[src/rtl/turbo_iter_ctrl.sv]
// Turbo decoder iteration scheduler: alternates one SISO between natural and
// interleaved half-iterations, streams block addresses, stops on limit/early-stop/watchdog.
module turbo_iter_ctrl #(
  parameter int BLK_LEN = 16,
  parameter int ADDR_W  = 4,
  parameter int ITER_W  = 4,
  parameter int TIMEOUT = 64
) (
  input  logic              i_clk,
  input  logic              i_rst_n,
  input  logic              i_start,
  input  logic [ITER_W-1:0] i_max_iter,
  input  logic              i_early_stop,
  input  logic              i_siso_done,
  output logic              o_siso_start,
  output logic              o_half,
  output logic              o_rd_valid,
  output logic [ADDR_W-1:0] o_rd_addr,
  output logic              o_busy,
  output logic [ITER_W-1:0] o_iter,
  output logic              o_done,
  output logic              o_err
);

  // state | meaning
  // IDLE  | waiting for host start
  // FEED  | SISO started, streaming BLK_LEN read addresses
  // WAIT  | waiting for SISO done, watchdog running
  // CHECK | full iteration finished, decide stop or continue
  // DONE  | one-cycle completion pulse
  typedef enum logic [2:0] {S_IDLE, S_FEED, S_WAIT, S_CHECK, S_DONE} state_t;

  localparam int WD_W = $clog2(TIMEOUT + 1);
  localparam logic [ADDR_W-1:0] LAST_ADDR = ADDR_W'(BLK_LEN - 1);
  localparam logic [WD_W-1:0]   WD_LAST   = WD_W'(TIMEOUT - 1);

  state_t            state_q;
  logic [ITER_W-1:0] limit_q;
  logic [ITER_W-1:0] iter_q;
  logic [ADDR_W-1:0] addr_q;
  logic [WD_W-1:0]   wd_q;
  logic              half_q;
  logic              start_q;
  logic              valid_q;
  logic              busy_q;
  logic              done_q;
  logic              err_q;

  always_ff @(posedge i_clk or negedge i_rst_n) begin
    if (!i_rst_n) begin
      state_q <= S_IDLE;
      limit_q <= '0;
      iter_q  <= '0;
      addr_q  <= '0;
      wd_q    <= '0;
      half_q  <= 1'b0;
      start_q <= 1'b0;
      valid_q <= 1'b0;
      busy_q  <= 1'b0;
      done_q  <= 1'b0;
      err_q   <= 1'b0;
    end else begin
      start_q <= 1'b0;
      done_q  <= 1'b0;
      case (state_q)
        S_IDLE: begin
          if (i_start) begin
            iter_q <= '0;
            err_q  <= 1'b0;
            half_q <= 1'b0;
            if (i_max_iter != '0) begin
              limit_q <= i_max_iter;
              busy_q  <= 1'b1;
              start_q <= 1'b1;
              valid_q <= 1'b1;
              addr_q  <= '0;
              state_q <= S_FEED;
            end else begin
              done_q  <= 1'b1;
              state_q <= S_DONE;
            end
          end
        end
        S_FEED: begin
          if (addr_q == LAST_ADDR) begin
            valid_q <= 1'b0;
            addr_q  <= '0;
            wd_q    <= '0;
            state_q <= S_WAIT;
          end else begin
            addr_q <= addr_q + ADDR_W'(1);
          end
        end
        S_WAIT: begin
          // done is checked first so a done on the last watchdog cycle wins
          if (i_siso_done) begin
            if (!half_q) begin
              half_q  <= 1'b1;
              start_q <= 1'b1;
              valid_q <= 1'b1;
              addr_q  <= '0;
              state_q <= S_FEED;
            end else begin
              iter_q  <= iter_q + ITER_W'(1);
              state_q <= S_CHECK;
            end
          end else if (wd_q == WD_LAST) begin
            err_q   <= 1'b1;
            busy_q  <= 1'b0;
            done_q  <= 1'b1;
            state_q <= S_DONE;
          end else begin
            wd_q <= wd_q + WD_W'(1);
          end
        end
        S_CHECK: begin
          if (iter_q == limit_q || i_early_stop) begin
            busy_q  <= 1'b0;
            done_q  <= 1'b1;
            state_q <= S_DONE;
          end else begin
            half_q  <= 1'b0;
            start_q <= 1'b1;
            valid_q <= 1'b1;
            addr_q  <= '0;
            state_q <= S_FEED;
          end
        end
        S_DONE:  state_q <= S_IDLE;
        default: state_q <= S_IDLE;
      endcase
    end
  end

  assign o_siso_start = start_q;
  assign o_half       = half_q;
  assign o_rd_valid   = valid_q;
  assign o_rd_addr    = addr_q;
  assign o_busy       = busy_q;
  assign o_iter       = iter_q;
  assign o_done       = done_q;
  assign o_err        = err_q;

endmodule

[config.mk]
export PLATFORM = sky130hd
export DESIGN_NAME = turbo_iter_ctrl
export DESIGN_NICKNAME = d
export VERILOG_FILES = /design/src/rtl/turbo_iter_ctrl.sv
export SDC_FILE = /design/constraint.sdc
export NUM_CORES = 1
export LEC_CHECK = 0
export BUFFER_PORTS_ARGS = -buffer_cell sky130_fd_sc_hd__buf_4
export CAP_MARGIN = 20
export CORE_MARGIN = 2
export CORE_UTILIZATION = 37
export DETAILED_ROUTE_END_ITERATION = 12
export HOLD_SLACK_MARGIN = 0.05
export PLACE_DENSITY = 0.69
export SLEW_MARGIN = 20
export SYNTH_ARGS = -nofsm -noshare
export SYNTH_HDL_FRONTEND = slang
export SYNTH_SLANG_ARGS = --single-unit
[constraint.sdc]
create_clock -name i_clk -period 1.54 [get_ports i_clk]
set_clock_uncertainty 0.15 [all_clocks]
set_input_delay 0 -clock i_clk [delete_from_list [all_inputs] [get_ports i_clk]]
set_output_delay 0 -clock i_clk [all_outputs]
set_load 0.1 [all_outputs]
==> impl_metrics.csv <==
group,metric,value,unit
status,status,"finished with violations",
status,failed_checks,"setup timing",
synthesis,yosys.area.top_type,"dfrtp_1",
critical_path,critPathRequiredTime,1.57,ns
floorplan,initial_utilization,38.3,%
sta,slew_violations,0,
critical_path,end_kind,"register",
floorplan,die_y,68.4,µm
power,static-leakage-power,0.00112,µW
routing,via_count,1625,
synthesis,synth_cell_types,49,
synthesis,netlist_instances,159,
routing,routedWlPerCell,18.2,µm
sta,setup_violations,27,
synthesis,syn-num-nets,171,
worst_hold_path,hold_path.class,"input pin to register",
cells_and_area,fill_cells,302,
critical_path,startpoint_type,"register",
synthesis,yosys_warnings,0,
power,clockPowerShare,12.4,%
grt,antenna_found_initial,0,
cts,cts.path.max_buffers,2,
cts,clk-insertion-delay-late,0.28,ns
synthesis,ys_top_cells_by_area,"dfrtp_1 46%, nand2_1 4.6%, nor2_1 2.9%",
sta,min_period,1.79,ns
critical_path,cp_common_cell,"a211o_1",
placement,port_buffers,22,
cts,cts_root_buffer,"clkbuf_8",
job,maxCapViolations,0,
grt,grt_pass1_wl,7410,µm
placement,dp_slack,-0.255,ns
critical_path,crit_chain,"buf_6 > nor3_2 > a311o_1 > a211o_1 > a211o_1",
power,combPwrFrac,56.3,%
sta,finalCritPeriodShare,116,%
floorplan,die_x,68.4,µm
routing,drc,0,
sta,hold_ws,0.129,ns
power,switching_share,44.3,%
synthesis,synth_edf_count,0,
critical_path,cp_max_fo,5,
power,p_per_area,1370,nW/µm²
synthesis,synth_ff_type,"dfrtp_1",
cells_and_area,n_antenna_cell,0,
cts,clkSinkCount,28,
sta,timing.fmax,0.557,GHz
placement,hpwlAfterDp,3110,µm
power,power_frac_seq,31.3,%
sta,finalHoldViolations,0,
synthesis,yosys.area.top_type_share,45.7,%
cells_and_area,area_growth_syn_to_layout,63.7,%
synthesis,yosysSeqAreaShare,45.7,%
grt,grt_pass1_vias,1586,
floorplan,rows,23,
synthesis,syn-mean-instance-area,9.65,µm²
sta,layout_setup_ws,-0.254,ns
cells_and_area,drive_gt1_share,54.7,%
synthesis,ys_async_sr_fraction,100,%
cells_and_area,final_net_count,249,
placement,globalplace.congestion,0.790,
cts,clk_pin_slew_worst_paths,0.10,ns
routing,ant_nets,0,
routing,drtPass1Iterations,4,
sta,worstMarginPinSlew,0.437,ns
grt,grt_max_degree,29,
routing,via_per_inst,5.68,
critical_path,crit_slowest_cell,"dfrtp_2",
cts,numCtsBuffers,3,
cells_and_area,post-route-util,62.8,%
floorplan,core_region_area,4000,µm²
cts,cts_tree,"done",
floorplan,ios,23,
synthesis,synth_seq_cells,28,
floorplan,dieArea,4680,µm²
power,irDropWorstVdd,692,µV
cts,h-tree-depth,1,
sta,slew_headroom,70.6,%
critical_path,max_stage_delay,0.43,ns
sta,rsz0062_at_grt,"true",
sta,fin_tns_setup,-4.30,ns
power,p_int,1910,µW
routing,drtIter0Drc,123,
synthesis,synth_area,1530,µm²
routing,totalWireLength,5200,µm
grt,grt-ovfl-total,0,
critical_path,crit_type,"register to register",
power,p_sw,1530,µW
critical_path,cp.arrival,1.82,ns
grt,grtUsageTotal,21.4,%
## Yosys cell counts, types with 4 or more instances
library cell / n
dfrtp_1: 28
nand3_1: 5
a21oi_1: 4
nand2_1: 19
inv_1: 7
xnor2_1: 4
a31oi_1: 6
nor2_1: 12
nor3_1: 8
and3_1: 4
o21ai_0: 7
## layer usage
layer / track usage (%) / wire length (µm) / vias to the layer above
met3: 4.77 / 249 / 10
met1: 26.1 / 2090 / 818
met2: 38.1 / 2800 / 60
li1: - / - / 737
met5: 0 / 0 / -
met4: 4.75 / 63 / 0
## final timing paths
path	slack, ns	end	depth (start not counted)	start
min in group asynchronous	0.54	limit_q[1]	3	i_rst_n
max reg2reg	-0.25	o_rd_addr[3]	5	state_q[0]
max	-0.25	o_rd_addr[3]	5	state_q[0]
min	0.13	o_siso_start	4	i_max_iter[3]
max in group asynchronous	0.38	o_iter[0]	3	i_rst_n
min reg2reg	0.38	o_rd_valid	1	o_rd_valid
## placed cells by master (no fill, tap or decap), types with 3 or more instances in the layout
| master | instances |
|---|---|
| a211o_1 | 3 |
| a31oi_1 | 6 |
| buf_4 | 59 |
| buf_6 | 10 |
| clkbuf_8 | 3 |
| dfrtp_1 | 16 |
| dfrtp_2 | 5 |
| dfrtp_4 | 7 |
| dlygate4sd3_1 | 10 |
| inv_1 | 7 |
| nand2_1 | 13 |
| nand2_2 | 6 |
| nand3_1 | 3 |
| nor2_1 | 6 |
| nor2_2 | 3 |
| nor2_4 | 4 |
| nor3_1 | 6 |
| o211ai_1 | 3 |
| o21ai_0 | 4 |
| or3b_4 | 3 |
| xnor2_2 | 3 |
| xor2_1 | 3 |
## area by class of cell
cell class                      count  area [µm²]  share of cell area, %
Clock buffer                        4        45.0                   1.79
Inverter                            8        30.0                   1.20
Multi-Input combinational cell    117         985                   39.2
Sequential cell                    28         733                   29.2
Tap cell                           50        62.6                   2.49
Timing Repair Buffer               79         656                   26.1
## sequential cells by signal (all words and copies together), names as in the netlist, 3 cells and up
register,cells
wd_q,7
o_iter,4
limit_q,4
o_rd_addr,4
state_q,3
## critical path: cells and delay by family (launching register included)
family | cells | cell delay [ns]
buffers and inverters | 1 | 0.13
flip-flops | 1 | 0.43
AND/OR/NAND/NOR | 1 | 0.04
AO/OA/AOI/OAI | 3 | 0.94
## per-stage QoR
step,cells,area [µm²],power [µW]
2_1_floorplan,159,1630,2130
4_1_cts,281,2370,3240
3_5_place_dp,257,2060,2570
3_3_place_gp,257,2060,2510
5_1_grt,286,2510,3590
6_report,286,2510,3440
## what timing repair did
action,in CTS,in global routing
buffers inserted,10,5
pin swaps,15,14
setup endpoints to repair,27,28
endpoints found under the hold margin,41,0
resized for setup,28,26
hold buffers,10,0
## power groups by stage
stage	Clock (µW)	Combinational [µW]	Sequential, µW
3_3_place_gp	0	1440	1060
4_1_cts	424	1760	1050
3_5_place_dp	0	1480	1080
5_1_grt	454	2050	1090
6_report	428	1940	1080
2_1_floorplan	0	573	1560
## kinds of logic after synthesis
logic type,share of synthesized area (%)
AO/OA/AOI/OAI,18.5
XOR/XNOR,4.00
adder cells (fa/ha/maj),2.45
buffers and inverters,4.08
flip-flops,45.7
multiplexers,2.04
AND/OR/NAND/NOR,23.2
No activity file was read; power rests on OpenSTA's default activity.
